File: src/rtl/func_sequencer_pkg.sv
// Shared encodings for the function sequencer: FSM states and the
// selection-index to LED-decoder code mapping.
package func_sequencer_pkg;

    typedef enum logic [1:0] {
        ST_IDLE   = 2'd0,
        ST_SELECT = 2'd1,
        ST_EXEC   = 2'd2,
        ST_DONE   = 2'd3
    } state_e;

    localparam logic [2:0] FUNC_OFF = 3'd0;
    localparam logic [2:0] FUNC_1   = 3'd1;
    localparam logic [2:0] FUNC_3   = 3'd3;
    localparam logic [2:0] FUNC_4   = 3'd4;
    localparam logic [2:0] FUNC_6   = 3'd6;

    localparam logic [3:0][2:0] SEL_CODE = {FUNC_6, FUNC_4, FUNC_3, FUNC_1};

    function automatic logic [2:0] sel_to_code(input logic [1:0] sel);
        return SEL_CODE[sel];
    endfunction

endpackage

File: src/rtl/func_sequencer_btn_edge.sv
// Rising-edge detector for one debounced button. History resets to 1 so a
// button held through reset release is not seen as a press.
module btn_edge_detect (
    input  logic clk,
    input  logic rst_n,
    input  logic btn,
    output logic rise
);

    logic hist_q;
    logic hist_d;

    always_comb begin
        hist_d = btn;
    end

    always_ff @(posedge clk) begin
        if (!rst_n) hist_q <= 1'b1;
        else        hist_q <= hist_d;
    end

    assign rise = btn & ~hist_q;

endmodule

File: src/rtl/func_sequencer.sv
// Button-driven function selector: blinking preview, timed execution with
// busy/done handshake, registered 3-bit code to the LED decoder.
module func_sequencer
    import func_sequencer_pkg::*;
#(
    parameter int HOLD_CYCLES  = 8,
    parameter int BLINK_CYCLES = 2
) (
    input  logic       clk,
    input  logic       rst_n,
    input  logic       btn_next,
    input  logic       btn_prev,
    input  logic       btn_confirm,
    input  logic       btn_cancel,
    output logic [2:0] func,
    output logic       busy,
    output logic       exec_start,
    output logic       done
);

    localparam int HW = $clog2(HOLD_CYCLES);
    localparam int BW = $clog2(BLINK_CYCLES + 1);
    localparam logic [HW-1:0] HOLD_LAST  = HW'(HOLD_CYCLES - 1);
    localparam logic [BW-1:0] BLINK_LAST = BW'(BLINK_CYCLES - 1);

    logic next_ev, prev_ev, confirm_ev, cancel_ev;

    btn_edge_detect u_next    (.clk(clk), .rst_n(rst_n), .btn(btn_next),    .rise(next_ev));
    btn_edge_detect u_prev    (.clk(clk), .rst_n(rst_n), .btn(btn_prev),    .rise(prev_ev));
    btn_edge_detect u_confirm (.clk(clk), .rst_n(rst_n), .btn(btn_confirm), .rise(confirm_ev));
    btn_edge_detect u_cancel  (.clk(clk), .rst_n(rst_n), .btn(btn_cancel),  .rise(cancel_ev));

    state_e        state_q, state_d;
    logic [1:0]    sel_q, sel_d;
    logic [BW-1:0] blink_cnt_q, blink_cnt_d;
    logic          phase_q, phase_d;
    logic [HW-1:0] hold_cnt_q, hold_cnt_d;
    logic [2:0]    func_q, func_d;
    logic          busy_q, busy_d;
    logic          exec_start_q, exec_start_d;
    logic          done_q, done_d;

    always_comb begin
        state_d     = state_q;
        sel_d       = sel_q;
        blink_cnt_d = blink_cnt_q;
        phase_d     = phase_q;
        hold_cnt_d  = hold_cnt_q;

        case (state_q)
            ST_IDLE: begin
                if (!cancel_ev && (next_ev || prev_ev)) begin
                    state_d     = ST_SELECT;
                    blink_cnt_d = '0;
                    phase_d     = 1'b1;
                end
            end
            ST_SELECT: begin
                if (cancel_ev) begin
                    state_d = ST_IDLE;
                end else if (confirm_ev) begin
                    state_d    = ST_EXEC;
                    hold_cnt_d = '0;
                end else if (next_ev ^ prev_ev) begin
                    sel_d       = next_ev ? sel_q + 2'd1 : sel_q - 2'd1;
                    blink_cnt_d = '0;
                    phase_d     = 1'b1;
                end else if (blink_cnt_q == BLINK_LAST) begin
                    blink_cnt_d = '0;
                    phase_d     = ~phase_q;
                end else begin
                    blink_cnt_d = blink_cnt_q + BW'(1);
                end
            end
            ST_EXEC: begin
                if (cancel_ev)                     state_d = ST_IDLE;
                else if (hold_cnt_q == HOLD_LAST)  state_d = ST_DONE;
                else                               hold_cnt_d = hold_cnt_q + HW'(1);
            end
            ST_DONE: begin
                state_d     = ST_SELECT;
                blink_cnt_d = '0;
                phase_d     = 1'b1;
            end
            default: state_d = ST_IDLE;
        endcase

        // Outputs are registered, so they are derived from the next state.
        func_d       = FUNC_OFF;
        busy_d       = 1'b0;
        exec_start_d = 1'b0;
        done_d       = 1'b0;
        case (state_d)
            ST_SELECT: func_d = phase_d ? sel_to_code(sel_d) : FUNC_OFF;
            ST_EXEC: begin
                func_d       = sel_to_code(sel_d);
                busy_d       = 1'b1;
                exec_start_d = (state_q != ST_EXEC);
            end
            ST_DONE: begin
                func_d = sel_to_code(sel_d);
                done_d = 1'b1;
            end
            default: func_d = FUNC_OFF;
        endcase
    end

    always_ff @(posedge clk) begin
        if (!rst_n) begin
            state_q      <= ST_IDLE;
            sel_q        <= 2'd0;
            blink_cnt_q  <= '0;
            phase_q      <= 1'b0;
            hold_cnt_q   <= '0;
            func_q       <= FUNC_OFF;
            busy_q       <= 1'b0;
            exec_start_q <= 1'b0;
            done_q       <= 1'b0;
        end else begin
            state_q      <= state_d;
            sel_q        <= sel_d;
            blink_cnt_q  <= blink_cnt_d;
            phase_q      <= phase_d;
            hold_cnt_q   <= hold_cnt_d;
            func_q       <= func_d;
            busy_q       <= busy_d;
            exec_start_q <= exec_start_d;
            done_q       <= done_d;
        end
    end

    assign func       = func_q;
    assign busy       = busy_q;
    assign exec_start = exec_start_q;
    assign done       = done_q;

endmodule

File: config.mk
export PLATFORM = sky130hd
export DESIGN_NAME = func_sequencer
export DESIGN_NICKNAME = d
export VERILOG_FILES = /design/src/rtl/func_sequencer_pkg.sv /design/src/rtl/func_sequencer_btn_edge.sv /design/src/rtl/func_sequencer.sv
export SDC_FILE = /design/constraint.sdc
export NUM_CORES = 1
export LEC_CHECK = 0
export BUFFER_PORTS_ARGS = -buffer_cell sky130_fd_sc_hd__buf_2
export CAP_MARGIN = 30
export CORE_MARGIN = 2
export CORE_UTILIZATION = 45
export DETAILED_ROUTE_END_ITERATION = 6
export PLACE_DENSITY = 0.74
export REMOVE_ABC_BUFFERS = 1
export SYNTH_ARGS = -nofsm -noshare
export SYNTH_HDL_FRONTEND = slang
export SYNTH_SLANG_ARGS = --single-unit
File: constraint.sdc
create_clock -name clk -period 5.2 [get_ports clk]
set_input_delay 0.26 -clock clk [delete_from_list [all_inputs] [get_ports clk]]
set_output_delay 0.26 -clock clk [all_outputs]
set_load 0.01 [all_outputs]
==> out/qor.txt <==
# diodes: 0
Setup Fix Bufs, Post-CTS: 0
Final GP Congestion: 0.721
Routed wire length per instance: 10.8 um
I/O pin count: 12
Placed Instances: 125
HPWL Detailed: 1.05 mm
Worst path max stage delay: 0.35 ns
Setup WS pre-CTS: 3.43 ns
Post-Syn Instances: 89
Worst slew margin: 0.777
DRC viols: 0
CP endpoint kind: flip-flop
Layout cells sized above 1: 0.208
Hold endpoint: u_cancel.hist_q
Setup_tns: 0 ns
Clk_skew: 0.00471 ns
Crit path DAT: 1.96 ns
Register area: 400 sq um
Multi-input gate area: 474 sq um
Num CTS Buffers: 3
# resized after CTS: 0
DRT Pass-1 Iters: 4
Final hold vios: 0
Min-delay src: btn_cancel
Power Dens Cells: 270 mW/mm^2
Final WL: 1.38 mm
Fmax: 566 MHz
Status: finished clean
GR Util met3: 0.0278
Port bufs: 11
Met2 usage: 0.220
Synth Area per Inst: 9.97 sq um
MaxCap Viol Count: 0
Starting Density: 0.466
Critical path buffer and inverter count: 0
Overall Global Routing Usage: 0.139
Seq/Total Area, Yosys: 0.451
Grt peak-use layer: met2
R2r endpoint: func[0]
DIE WIDTH: 48.4 um
Leak Pwr: 0.426 nW
CTS root buf: clkbuf_4
Vias post-DR: 630
Vias in the first global route: 609
Synth-to-layout area growth: 11.6%
Maximum number of pins on one net before global-route repair: 19
Max-slew violations: 0
Crit path kind: flip-flop to flip-flop
Yosys warnings: 0
Vias/cell: 4.92
Worst reg2reg startpoint: u_next.hist_q
Critical path cell sequence: nand2b_1 > ha_1 > nor3_1 > o31ai_4 > a31oi_2 > and3b_1
Worst hold path type: input pin to flip-flop
Cts hold-fix bufs: 0
Post-DRT Antenna Nets: 0
Count of cell types in the netlist: 31
Met1 GRT Util: 0.194
Reg2Reg Depth: 6
Crit-path leading delay family: simple AND/OR/NAND/NOR gates
Maximum vdd ir drop: 127 uV
Row cnt: 16
Non-Filler Instances: 128
Total gr overflow: 0
Clock sink count: 20
CTS tree: done
Ys async rst share: 0
Final min period: 1.77 ns
Tcrit/Tclk final: 0.340
Cell Area, Synth: 887 sq um
Post-synth top flop: dfxtp_1
R2R setup slack: 3.43 ns
CP max stage cell: ha_1
Clock buffer depth: 2
Final setup viols: 0
Final WS setup: 3.43 ns
DRT iter0 DRCs: 7
Core ar.: 0.00190 sq mm
EDFF count, synth: 0
Startpoint Class: flip-flop
Die Height: 48.4 um
Req. time, crit path: 5.39 ns
Max Fanout on Critical Path: 4
Register bit total from synthesis: 20
Filler cells: 187
Worst-path clk slew: 0.11 ns
Worst slew pin tran: 0.332 ns
Die area: 0.00234 sq mm
Hold Path Stages: 2
Htree depth: 1
Unrepaired setup endpoints after global routing: no
First-pass GRT wire length: 2.61 mm
Initial antenna violation count: 0
Tot Pwr: 0.000267 W
Later-pin clock latency in the skew report: 0.29 ns
Final #Nets: 112
[report_power, final]
group	switching [W]	internal (W)	leakage [nW]	total [W]
sequential	0.00000301	0.000158	0.163	0.000161
combinational	0.0000193	0.0000164	0.250	0.0000357
clock	0.0000432	0.0000269	0.0138	0.0000701
total	0.0000655	0.000201	0.426	0.000267
[state kept, by name (all words and copies together) (netlist names)]
name / cells
u_prev.hist_q: 1
u_next.hist_q: 1
phase_q: 1
done: 1
func: 3
u_cancel.hist_q: 1
busy: 1
state_q: 2
exec_start: 1
u_confirm.hist_q: 1
hold_cnt_q: 3
sel_q: 2
blink_cnt_q: 2
[logic make-up (layout without fill, tap and decap cells)]
logic type,Yosys count,count (layout),synth area share
AND/OR/NAND/NOR,47,47,0.324
flip-flops,20,20,0.451
AO/OA/AOI/OAI,11,11,0.116
adder cells (fa/ha/maj),3,3,0.0423
XOR/XNOR,3,3,0.0296
buffers and inverters,3,15,0.0141
multiplexers,2,2,0.0226
[per-stage QoR]
| stage | cell area [sq um] | hold WS, ns | utilization |
|---|---|---|---|
| 2_1_floorplan | 878 | 0.333 | - |
| 3_3_place_gp | 967 | 0.420 | 0.509 |
| 3_5_place_dp | 967 | 0.439 | 0.509 |
| 4_1_cts | 990 | 0.164 | 0.520 |
| 5_1_grt | 990 | 0.164 | 0.520 |
| 6_report | 990 | 0.162 | 0.520 |
[per-layer routing]
metal	up-vias	share of wire	wire length (um)
li1	325	-	-
met2	9	0.49	677
met1	294	0.48	664
met5	-	0	0
met4	0	0.0058	8
met3	2	0.018	25
[how the worst max path moves through the flow]
stage	start	endpoint	slack [ns]	depth (start not counted)
global placement	u_next.hist_q	func[0]	3.50	6
detailed placement	u_next.hist_q	func[0]	3.43	6
floorplan	u_next.hist_q	func[0]	3.53	6
CTS	u_next.hist_q	func[0]	3.41	6
finish	u_next.hist_q	func[0]	3.43	6
global route	u_next.hist_q	func[0]	3.31	6
[Yosys cell counts (2+ instances only)]
cell type	number	area share
mux2i_1	2	0.023
dfxtp_1	20	0.45
and2_1	3	0.021
and2b_1	2	0.017
nand4_1	3	0.021
and3_1	2	0.014
xnor2_1	3	0.030
nand2_1	6	0.025
a21boi_1	2	0.017
a21oi_1	3	0.017
nor2b_1	5	0.035
nor3_1	2	0.011
ha_1	3	0.042
nor2_1	7	0.030
nand2b_1	10	0.071
[cell type report]
| type | count | share of cell area |
|---|---|---|
| flip-flops and latches | 20 | 0.405 |
| inverters | 1 | 0.00379 |
| multi-input cells | 66 | 0.479 |
| repair buffers | 11 | 0.0556 |
| clock buffers | 3 | 0.0228 |
| well taps | 27 | 0.0341 |
[layout by cell type (no fill, tap or decap), drive strengths merged]
master,synthesis,routed
and2,3,3
a21oi,3,3
xnor2,3,3
nand2b,11,11
a211o,1,1
nand3,1,1
and3b,1,1
and4,1,1
a31oi,1,1
mux2i,2,2
clkbuf,1,3
a21boi,2,2
nor2,7,7
buf,1,11
o21ai,2,2
nand2,6,6
nor3b,1,1
dfxtp,20,20
nand4,3,3
and3,2,2
ha,3,3
o22ai,1,1
and2b,3,3
inv,1,1
o31ai,1,1
nor3,3,3
nor2b,5,5
(Power assumes the default switching activity.)
